**src/rtl/ascon_pkg.sv**
```systemverilog
// Shared Ascon encodings: operation modes, key-XOR strobe codes, sequencer states
// and default round counts. Used by spi_subnode, asconp and ascon_mode_seq.
package ascon_pkg;

   typedef enum logic [2:0] {
      MODE_NOP     = 3'd0,
      MODE_INIT    = 3'd1,
      MODE_AD      = 3'd2,
      MODE_AD_LAST = 3'd3,
      MODE_TEXT    = 3'd4,
      MODE_FINAL   = 3'd5,
      MODE_PERM_A  = 3'd6,
      MODE_PERM_B  = 3'd7
   } mode_t;

   // KEY_S34: K -> S3:S4, KEY_S12: K -> S1:S2
   typedef enum logic [1:0] {
      KEY_NONE = 2'b00,
      KEY_S34  = 2'b01,
      KEY_S12  = 2'b10
   } key_xor_t;

   typedef enum logic [2:0] {
      ST_IDLE,
      ST_PRE,
      ST_START,
      ST_WAIT,
      ST_POST,
      ST_DONE
   } state_t;

   localparam int unsigned DEF_TIMEOUT  = 64;
   localparam int unsigned DEF_ROUNDS_A = 12;
   localparam int unsigned DEF_ROUNDS_B = 6;

   function automatic logic uses_rounds_a(input mode_t m);
      return (m == MODE_INIT) || (m == MODE_FINAL) || (m == MODE_PERM_A);
   endfunction

endpackage

```
**src/rtl/ascon_toggle_sync.sv**
```systemverilog
// Brings the sck-domain command toggle into clk: two synchroniser flops, an edge
// register, and a registered one-cycle pulse per toggle flip.
module ascon_toggle_sync (
   input  logic clk,
   input  logic rst,
   input  logic toggle_in,
   output logic cmd_pulse
);

   logic sync1;
   logic sync2;
   logic edge_q;

   always_ff @(posedge clk or posedge rst) begin
      if (rst) begin
         sync1     <= 1'b0;
         sync2     <= 1'b0;
         edge_q    <= 1'b0;
         cmd_pulse <= 1'b0;
      end else begin
         sync1     <= toggle_in;
         sync2     <= sync1;
         edge_q    <= sync2;
         cmd_pulse <= sync2 ^ edge_q;
      end
   end

endmodule

```
**src/rtl/ascon_mode_seq.sv**
```systemverilog
// Per-command Ascon phase sequencer: pre-XOR strobe, permutation start, bounded
// wait for rounds_done, post-XOR strobe, then done/err for SPI status.
module ascon_mode_seq
   import ascon_pkg::*;
#(
   parameter int unsigned TIMEOUT  = DEF_TIMEOUT,
   parameter int unsigned ROUNDS_A = DEF_ROUNDS_A,
   parameter int unsigned ROUNDS_B = DEF_ROUNDS_B
) (
   input  logic       clk,
   input  logic       rst,
   input  logic       cmd_toggle,
   input  logic [2:0] cmd_mode,
   input  logic       perm_done,
   output logic       perm_start,
   output logic [3:0] perm_rounds,
   output logic [1:0] key_xor,
   output logic       dsep_xor,
   output logic       busy,
   output logic       done,
   output logic       err
);

   localparam int unsigned CNT_W = $clog2(TIMEOUT + 1);
   localparam logic [CNT_W-1:0] TIMEOUT_C = CNT_W'(TIMEOUT);
   localparam logic [3:0] RA = 4'(ROUNDS_A);
   localparam logic [3:0] RB = 4'(ROUNDS_B);

   state_t           state;
   mode_t            mode_q;
   mode_t            cmd_mode_e;
   logic [CNT_W-1:0] cnt;
   logic [CNT_W-1:0] cnt_next;
   logic             cmd_pulse;

   assign cmd_mode_e = mode_t'(cmd_mode);
   assign cnt_next   = cnt + CNT_W'(1);

   ascon_toggle_sync u_sync (
      .clk       (clk),
      .rst       (rst),
      .toggle_in (cmd_toggle),
      .cmd_pulse (cmd_pulse)
   );

   // Strobes are set on the transition into the state that owns them, so each
   // output is high exactly while the FSM sits in that state.
   always_ff @(posedge clk or posedge rst) begin
      if (rst) begin
         state       <= ST_IDLE;
         mode_q      <= MODE_NOP;
         cnt         <= '0;
         perm_start  <= 1'b0;
         perm_rounds <= '0;
         key_xor     <= KEY_NONE;
         dsep_xor    <= 1'b0;
         busy        <= 1'b0;
         done        <= 1'b0;
         err         <= 1'b0;
      end else begin
         perm_start <= 1'b0;
         key_xor    <= KEY_NONE;
         dsep_xor   <= 1'b0;
         done       <= 1'b0;

         if (cmd_pulse && (state != ST_IDLE))
            err <= 1'b1;

         case (state)
            ST_IDLE: begin
               if (cmd_pulse) begin
                  mode_q <= cmd_mode_e;
                  busy   <= 1'b1;
                  err    <= 1'b0;
                  if (cmd_mode_e == MODE_FINAL)
                     key_xor <= KEY_S12;
                  state  <= ST_PRE;
               end
            end
            ST_PRE: begin
               if (mode_q == MODE_NOP) begin
                  done  <= 1'b1;
                  state <= ST_DONE;
               end else begin
                  perm_start  <= 1'b1;
                  perm_rounds <= uses_rounds_a(mode_q) ? RA : RB;
                  state       <= ST_START;
               end
            end
            ST_START: begin
               cnt   <= '0;
               state <= ST_WAIT;
            end
            ST_WAIT: begin
               // perm_done takes priority over a timeout in the same cycle
               if (perm_done) begin
                  if ((mode_q == MODE_INIT) || (mode_q == MODE_FINAL))
                     key_xor <= KEY_S34;
                  if (mode_q == MODE_AD_LAST)
                     dsep_xor <= 1'b1;
                  state <= ST_POST;
               end else if (cnt_next == TIMEOUT_C) begin
                  err   <= 1'b1;
                  done  <= 1'b1;
                  state <= ST_DONE;
               end else begin
                  cnt <= cnt_next;
               end
            end
            ST_POST: begin
               done  <= 1'b1;
               state <= ST_DONE;
            end
            ST_DONE: begin
               busy  <= 1'b0;
               state <= ST_IDLE;
            end
            default: state <= ST_IDLE;
         endcase
      end
   end

endmodule
```
**config.mk**
```make
export PLATFORM = sky130hd
export DESIGN_NAME = ascon_mode_seq
export DESIGN_NICKNAME = d
export VERILOG_FILES = /design/src/rtl/ascon_pkg.sv /design/src/rtl/ascon_toggle_sync.sv /design/src/rtl/ascon_mode_seq.sv
export SDC_FILE = /design/constraint.sdc
export NUM_CORES = 1
export LEC_CHECK = 0
export CAP_MARGIN = 20
export CELL_PAD_IN_SITES_DETAIL_PLACEMENT = 1
export CELL_PAD_IN_SITES_GLOBAL_PLACEMENT = 1
export CORE_UTILIZATION = 41
export CTS_CLUSTER_DIAMETER = 100
export DETAILED_ROUTE_END_ITERATION = 10
export PLACE_DENSITY_LB_ADDON = 0.1
export SETUP_SLACK_MARGIN = 0.15
export SYNTH_ARGS = -nofsm -noshare
export SYNTH_HDL_FRONTEND = slang
export SYNTH_SLANG_ARGS = --single-unit
export TNS_END_PERCENT = 5
```
**constraint.sdc**
```tcl
create_clock -name clk -period 2.1 [get_ports clk]
set_input_delay 0.42 -clock clk [delete_from_list [all_inputs] [get_ports clk]]
set_output_delay 0.42 -clock clk [all_outputs]
set_load 0.05 [all_outputs]
```
# Word-level counts from Yosys, hierarchy flattened
# Cells that the tools add are included.
dict set report classes {
  mux 30
  n_eq_ne 15
  reduce_logical 13
  n_addsub 1
  bitwise_logic 2
}
# cell count
set op_table {}
lappend op_table {{$eq 3x3->1 const B} 5}
lappend op_table {{$mux 1} 15}
lappend op_table {{$pmux 3 s5} 1}
lappend op_table {{$mux 7} 2}
lappend op_table {{$pmux 7 s2} 1}
lappend op_table {{$mux 3} 4}
lappend op_table {{$eq 3x2->1 const B} 3}
lappend op_table {{$reduce_and 2->1} 4}
lappend op_table {{$add 7x1->7 const B} 1}
lappend op_table {{$eq 7x7->1 const B} 1}
lappend op_table {{$eq 3x1->1 const B} 2}
lappend op_table {{$logic_not 3->1} 2}
lappend op_table {{$mux 2} 2}
lappend op_table {{$mux 4} 1}
lappend op_table {{$ne 2x2->1 const B} 2}
lappend op_table {{$pmux 1 s2} 2}
lappend op_table {{$pmux 2 s2} 1}
lappend op_table {{$reduce_bool 2->1} 2}
lappend op_table {{$ne 3x3->1 const B} 1}
lappend op_table {{$pmux 1 s3} 1}
lappend op_table {{$reduce_and 3->1} 1}
lappend op_table {{$reduce_bool 3->1} 1}
lappend op_table {{$logic_or 1x1->1} 2}
lappend op_table {{$ne 2x1->1 const B} 1}
lappend op_table {{3 further kinds} 3}
dict set report word_totals {
  word_cells 75
  ff_bits 28
  in_bits 7
  out_inout_bits 11
}

# Longest topological paths before layout
# Gate-level depths: netlist of the first run.
dict set report depth {
  word_depth 6
  mapped_depth 6
  mapped_depth_nobuf 6
}

# Modules after synthesis
# Synthesis of the first run repeated with hierarchy kept, for this count alone.
dict set report unflattened {
  cells_unflattened 122
  area_unflattened_um2 1262.5
}
# mod seq_area_each_um2 n_inst area_each_um2 cells_each
set by_module_without_submodules {}
lappend by_module_without_submodules {ascon_mode_seq 575.6 1 1149.9 116}
lappend by_module_without_submodules {ascon_toggle_sync 100.1 1 112.6 6}

# Worst setup path before layout of the first run
# OpenSTA, ideal clock, no wires.
dict set report synth_timing {
  path_kind {reg2reg}
  from {register cnt[0]}
  to {register cnt[0]}
  arrival_ns 1.561
  setup_ns 0.125
  synth_period_minus_slack_ns 1.686
  stages_incl_launch_ff 7
  slack_ns 0.414
  path_buffers 0
  required_time_ns 1.975
  cell_sequence {dfrtp_1 -> ha_1 -> xor2_1 -> nand4_1 -> a211oi_2 -> or2_4 -> mux2_4}
}
dict set report synth_between {
  elab_chain_cells 4
  word_cells_on_any_way 7
  classes_between {add/sub (1); eq/ne (2); mux (3); reduce/logical (1)}
}
# element line
set synth_rtl {}
lappend synth_rtl {{start: declaration} ascon_mode_seq.sv:32} ;# logic [CNT_W-1:0] cnt;
lappend synth_rtl {{start signal: assignment} ascon_mode_seq.sv:107} ;# cnt <= cnt_next;
lappend synth_rtl {{$add 7x1->7 (*)} ascon_mode_seq.sv:37} ;# assign cnt_next = cnt + CNT_W'(1);
lappend synth_rtl {{$eq 7x7->1 or $mux 7 (tied branches)} ascon_mode_seq.sv:102} ;# end else if (cnt_next == TIMEOUT_C) begin
lappend synth_rtl {{$ne 2x2->1 (no line) or $mux 7 (tied branches)} -}
lappend synth_rtl {{$reduce_and 3->1 (no line) or $pmux 7 s2 (tied branches)} -}
# Mark *: on every way between the ends. The rest lies on a longest branch, timed or not. The select of a mux whose other input is x is not followed.
# A chain may end at the register's enable or synchronous reset.

# Worst setup path in the final report of the first run
dict set report layout_timing {
  from {register perm_rounds[3]}
  to {output port perm_rounds[3]}
}
# element line
set layout_lines {}
lappend layout_lines {{start: declaration} ascon_mode_seq.sv:16} ;# output logic [3:0] perm_rounds,
lappend layout_lines {{start signal: assignment} ascon_mode_seq.sv:86} ;# perm_rounds <= uses_rounds_a(mode_q) ? RA : RB;
# No word-level cell between the ends.

==> results of run 1 <==
sequential cells by signal (all words and copies together) (netlist names):
| register | flops |
|---|---|
| cnt | 7 |
| mode_q | 3 |
| perm_rounds | 3 |
| state | 3 |
| key_xor | 2 |
| busy | 1 |
| done | 1 |
| dsep_xor | 1 |
| err | 1 |
| perm_start | 1 |
| u_sync.cmd_pulse | 1 |
| u_sync.edge_q | 1 |
| u_sync.sync1 | 1 |
| u_sync.sync2 | 1 |
cell families (layout without fill, tap and decap cells):
family | count (synthesis) | after routing | share of synthesized area
simple gates | 53 | 53 | 0.204
xor+xnor | 2 | 2 | 0.0141
buf+inv | 7 | 26 | 0.0251
compound gates | 27 | 27 | 0.153
fa+ha+maj | 1 | 1 | 0.0101
mux | 5 | 5 | 0.0473
other cells | 1 | 1 | 0.00302
flops | 27 | 27 | 0.543
power breakdown:
part | switching, mW | internal, mW | total (mW)
registers | 0.188 | 0.653 | 0.840
logic | 0.467 | 0.305 | 0.772
clock network | 0.149 | 0.0713 | 0.221
cell usage in the layout (no fill, tap or decap), types with 2 or more instances in the layout:
cell type        instances
o31ai_1                  4
xor2_1                   2
a21oi_1                  5
inv_1                    4
mux2_2                   3
buf_4                    2
nand2_1                 14
clkbuf_4                 3
nor2b_1                  2
dfrtp_1                 27
o21ai_0                  8
nand3_1                  5
clkdlybuf4s50_1         14
nor2_1                  15
nor3_1                   4
or3_1                    3
layer usage:
layer	global-route usage	share of wire
met1	0.263	0.45
met3	0.0227	0.020
met5	0	0
met2	0.321	0.51
met4	0.0732	0.013
Yosys cell counts, types with 2 or more instances:
| master | count | share of area |
|---|---|---|
| nand3_1 | 5 | 0.020 |
| o31ai_1 | 4 | 0.024 |
| dfrtp_1 | 27 | 0.54 |
| inv_1 | 4 | 0.012 |
| nand2_1 | 14 | 0.042 |
| nor2b_1 | 2 | 0.010 |
| o21ai_0 | 8 | 0.032 |
| mux2_2 | 3 | 0.027 |
| xor2_1 | 2 | 0.014 |
| a21oi_1 | 5 | 0.020 |
| or3_1 | 3 | 0.015 |
| nor3_1 | 4 | 0.016 |
| nor2_1 | 15 | 0.045 |
final cells by class:
| type | count | area (um^2) |
|---|---|---|
| clock inverter | 1 | 5.00 |
| tap | 31 | 38.8 |
| clock buffer | 3 | 22.5 |
| multi-input combinational | 89 | 539 |
| sequential | 27 | 676 |
| fill | 326 | 1330 |
| timing repair buffer | 18 | 176 |
| inverter | 4 | 15.0 |
timing repair:
action | in CTS | in global routing
resized for setup | 1 | 2
pin swaps | 0 | 0
hold endpoints to repair | 0 | 0
hold buffers | 0 | 0
endpoints found under the setup margin | 1 | 7
how the worst max path moves through the flow:
| stage | startpoint | to | slack (ns) |
|---|---|---|---|
| 6_report | perm_rounds[3]$_DFFE_PP0P_ | perm_rounds[3] | 0.18 |
| 3_5_place_dp | perm_done | cnt[0]$_DFFE_PP0P_ | 0.19 |
| 3_3_place_gp | perm_done | cnt[0]$_DFFE_PP0P_ | 0.23 |
| 4_1_cts | err$_DFF_PP0_ | err | 0.15 |
| 2_1_floorplan | cnt[0]$_DFFE_PP0P_ | cnt[0]$_DFFE_PP0P_ | 0.41 |
| 5_1_grt | cnt[0]$_DFFE_PP0P_ | cnt[0]$_DFFE_PP0P_ | 0.12 |
==> out/summary.txt, run 1 <==
Status -> complete, but fails checks
Violated checks -> design-rule violations
H-tree depth reported by CTS -> 1
Post-Syn Nets -> 131
Worst EP required -> 1.68 ns
FMAX -> 520 MHz
Clock Tree Buf Depth -> 2
Number of buffer cells added on primary ports -> 16
Layout area overhead -> 18.4%
Mapped Cells -> 123
CTS tree -> built
Initial DRC Count -> 27
Rel. slew slack -> 0.657
Rows -> 19
Clock-pin slew on the worst setup and hold paths -> 0.14 ns
Dpl cells -> 169
Clk_lat worst skew -> 0.32 ns
Via Count -> 976
Final setup violation count -> 0
Largest net degree at the start of global routing -> 28
Yosys reg bits -> 27
Clock root cell -> clkbuf_4
Detailed Routing Iterations Pass 1 -> 7
Avg WL per Cell -> 16.0 um
Arrival time worst endpoint -> 1.50 ns
Number of max-cap violations -> 0
Syn avg cell area -> 10.1 um^2
CP Cell Sequence -> clkdlybuf4s50_1
Crit path kind -> reg -> out
Die footprint -> 3260 um^2
Syn Std Cell Area -> 1240 um^2
Post-Layout Cell Count -> 173
Number of cells on the critical path -> 1
Startpoint Class -> flop
R2R cell count -> 6
Total global routing overflow -> 0
Worst Hold Launch -> u_sync.sync1$_DFF_PP0_
Setup bufs post-CTS -> 0
CTS sink count -> 27
Number of buffers created by CTS -> 3
Gpl congestion -> 0.831
Antenna fix cells -> 0
CP max stage delay -> 0.81 ns
Crit-path max FO -> 2
Yosys warning count -> 0
Pleak -> 0.654 nW
Yosys cell types -> 40
Clk_skew -> 0.00225 ns
R2R setup slack -> 0.25 ns
Die height -> 57.1 um
All-Layer GR Usage -> 0.194
Remaining antenna violation count after routing -> 0
Pre-CTS setup slack -> 0.186 ns
Pwr Density -> 1240 nW/um^2
DRC -> 2
Reg2reg end -> cnt[0]$_DFFE_PP0P_
Final Cell Area -> 1470 um^2
Pins Over Slew Limit -> 0
Worst Hold Path EP -> u_sync.sync2$_DFF_PP0_
Vias per cell -> 5.64
CP top delay family -> buffers and inverters
Die X -> 57.1 um
Synth Flop Type -> dfrtp_1
HP Class -> reg -> reg
Final setup TNS -> 0 ns
Core Footprint -> 2810 um^2
Crit share post-route -> 0.916
Initial antenna violation count -> 0
Hold Crit Depth -> 0
Number of global-route vias before repair -> 991
Total power -> 1.83 mW
Worst Tran Pin Value -> 0.513 ns
Share of post-route cells with drive strength above 1 -> 0.113
Number of synthesized flops with an enable pin -> 0
WHS -> 0.377 ns
Ys async rst share -> 1.00
Final hold viol count -> 0
Buf/Inv on CP -> 1
Global-route wire length before repair -> 4.87 mm
RSZ-0062 raised after global routing -> true
Crit path capture type -> output pin
Critical R2R Launch -> cnt[0]$_DFFE_PP0P_
Nets -> 151
Fin util -> 0.525
Sequential share of the synthesized area -> 0.543
Final WS setup -> 0.176 ns
Area of placed instances -> 1440 um^2
Slowest-stage cell, CP -> clkdlybuf4s50_1
Max IR drop VDD -> 0.739 mV
Post-layout minimum cycle time -> 1.92 ns
I/O Pins -> 18
Initial Util -> 0.443
Post-DP HPWL -> 2.13 mm
WL final -> 2.77 mm
Note: power is estimated with default switching activity, not from simulation.
==> run 2: changes to the inputs <==
--- a/config.mk
+++ b/config.mk
@@ -11,6 +11,7 @@
 export CORE_UTILIZATION = 41
 export CTS_CLUSTER_DIAMETER = 100
 export DETAILED_ROUTE_END_ITERATION = 10
+export GPL_TIMING_DRIVEN = 0
 export PLACE_DENSITY_LB_ADDON = 0.1
 export SETUP_SLACK_MARGIN = 0.15
 export SYNTH_ARGS = -nofsm -noshare
==> out/summary.txt, run 2 (synthesis results as in run 1) <==
WL final -> 2.76 mm (was 2.77 mm)
Crit share post-route -> 0.929 (was 0.916)
Vias per cell -> 5.68 (was 5.64)
Antenna fix cells -> 0 (unchanged)
Top reg by flops -> cnt (unchanged)
Status -> complete, but fails checks (unchanged)
Rel. slew slack -> 0.660 (was 0.657)
CTS tree -> built (unchanged)
Clk_lat worst skew -> 0.32 ns (about the same)
Layout area overhead -> 20.5% (was 18.4%)
Post-DP HPWL -> 2.08 mm (was 2.13 mm)
Clock-pin slew on the worst setup and hold paths -> 0.14 ns (about the same)
Pins Over Slew Limit -> 0 (unchanged)
Slowest-stage cell, CP -> clkdlybuf4s50_1 (unchanged)
Number of buffers created by CTS -> 3 (unchanged)
Pre-CTS setup slack -> 0.158 ns (was 0.186 ns)
Avg WL per Cell -> 15.8 um (was 16.0 um)
Hold buffers post-CTS -> 0 (unchanged)
Detailed Routing Iterations Pass 1 -> 7 (unchanged)
Worst EP required -> 1.68 ns (about the same)
I/O Pins -> 18 (unchanged)
Multi-input logic area -> 541 um^2 (was 539 um^2)
WHS -> 0.302 ns (was 0.377 ns)
Fill count -> 324 (was 326)
Crit path capture type -> output pin (unchanged)
Gpl congestion -> 0.819 (was 0.831)
Max reg flops -> 7 (unchanged)
Total power -> 1.83 mW (about the same)
FMAX -> 513 MHz (was 520 MHz)
Clock root cell -> clkbuf_4 (unchanged)
Die X -> 57.1 um (unchanged)
Largest net degree at the start of global routing -> 28 (unchanged)
Final hold viol count -> 0 (unchanged)
Final Cell Area -> 1500 um^2 (was 1470 um^2)
HP Class -> in -> async (was reg -> reg)
All-Layer GR Usage -> 0.186 (was 0.194)
Rows -> 19 (unchanged)
Final setup violation count -> 0 (unchanged)
Initial antenna violation count -> 0 (unchanged)
Pleak -> 0.665 nW (was 0.654 nW)
Remaining antenna violation count after routing -> 0 (unchanged)
FF+latch area -> 676 um^2 (unchanged)
Global-route wire length before repair -> 4.69 mm (was 4.87 mm)
Clock Tree Buf Depth -> 2 (unchanged)
RSZ-0062 raised after global routing -> true (unchanged)
DRC -> 2 (unchanged)
Area of placed instances -> 1440 um^2 (about the same)
CTS sink count -> 27 (unchanged)
Crit-path max FO -> 3 (was 2)
Number of buffer cells added on primary ports -> 16 (unchanged)
Total global routing overflow -> 0 (unchanged)
Startpoint Class -> flop (unchanged)
Final WS setup -> 0.149 ns (was 0.176 ns)
Fin util -> 0.534 (was 0.525)
Core Footprint -> 2810 um^2 (unchanged)
Violated checks -> design-rule violations (unchanged)
Clk_skew -> 0.00264 ns (was 0.00225 ns)
Share of post-route cells with drive strength above 1 -> 0.111 (was 0.113)
Buf/Inv on CP -> 1 (unchanged)
Number of global-route vias before repair -> 1019 (was 991)
CP Cell Sequence -> clkdlybuf4s50_1 (unchanged)
Final setup TNS -> 0 ns (unchanged)
H-tree depth reported by CTS -> 1 (unchanged)
Number of max-cap violations -> 0 (unchanged)
Crit path kind -> reg -> out (unchanged)
Post-layout minimum cycle time -> 1.95 ns (was 1.92 ns)
Initial Util -> 0.443 (unchanged)
Initial DRC Count -> 13 (was 27)
Via Count -> 994 (was 976)
Setup bufs post-CTS -> 0 (unchanged)
Worst Tran Pin Value -> 0.508 ns (was 0.513 ns)
Die height -> 57.1 um (unchanged)
Dpl cells -> 170 (was 169)
Max IR drop VDD -> 0.600 mV (was 0.739 mV)
Nets -> 153 (was 151)
Pwr Density -> 1220 nW/um^2 (was 1240 nW/um^2)
Commonest non-fill, non-tap cell in the layout -> dfrtp_1 (unchanged)
CP max stage delay -> 0.81 ns (about the same)
Commonest cells after routing, fill and taps aside -> 27 x dfrtp_1, 15 x nor2_1, 15 x clkdlybuf4s50_1 (was 27 x dfrtp_1, 15 x nor2_1, 14 x nand2_1, 14 x clkdlybuf4s50_1, 8 x o21ai_0)
Post-Layout Cell Count -> 175 (was 173)
Arrival time worst endpoint -> 1.53 ns (was 1.50 ns)
Die footprint -> 3260 um^2 (unchanged)
CP top delay family -> buffers and inverters (unchanged)
run 2: path summary, 6_finish.rpt:
check / start / end / slack, ns / cells past startpoint
max in group asynchronous: rst / state[1]$_DFFE_PP0P_ / 1.40 / 3
min in group clk: u_sync.sync1$_DFF_PP0_ / u_sync.sync2$_DFF_PP0_ / 0.37 / 0
worst min register to register: u_sync.sync1$_DFF_PP0_ / u_sync.sync2$_DFF_PP0_ / 0.37 / 0
worst min-delay path: rst / cnt[2]$_DFFE_PP0P_ / 0.30 / 2
worst max-delay path: busy$_DFFE_PP0P_ / busy / 0.15 / 1
worst max register to register: cnt[0]$_DFFE_PP0P_ / cnt[0]$_DFFE_PP0P_ / 0.25 / 6
run 2: per-layer routing:
metal	track usage	vias to the layer above	routed length [um]
met3	0.0295	2	58
met1	0.225	507	1250
met5	0	-	0
li1	-	472	-
met4	0.0557	0	9
met2	0.339	13	1450
run 2: report_power, final:
part | switching, mW | internal (mW)
Combinational | 0.509 | 0.306
Clock | 0.151 | 0.0743
Sequential | 0.132 | 0.653
run 2: final cells by class:
cell class                      instances  area share
Inverter                                4      0.0100
Multi-Input combinational cell         89       0.361
Buffer                                  3      0.0109
Sequential cell                        27       0.451
Clock buffer                            4      0.0175
Timing Repair Buffer                   17       0.124
Tap cell                               31      0.0259
run 2: timing repair:
action / in CTS / in global routing
gates resized for setup: 1 / 1
pin swaps: 0 / 0
setup endpoints to repair: 2 / 4
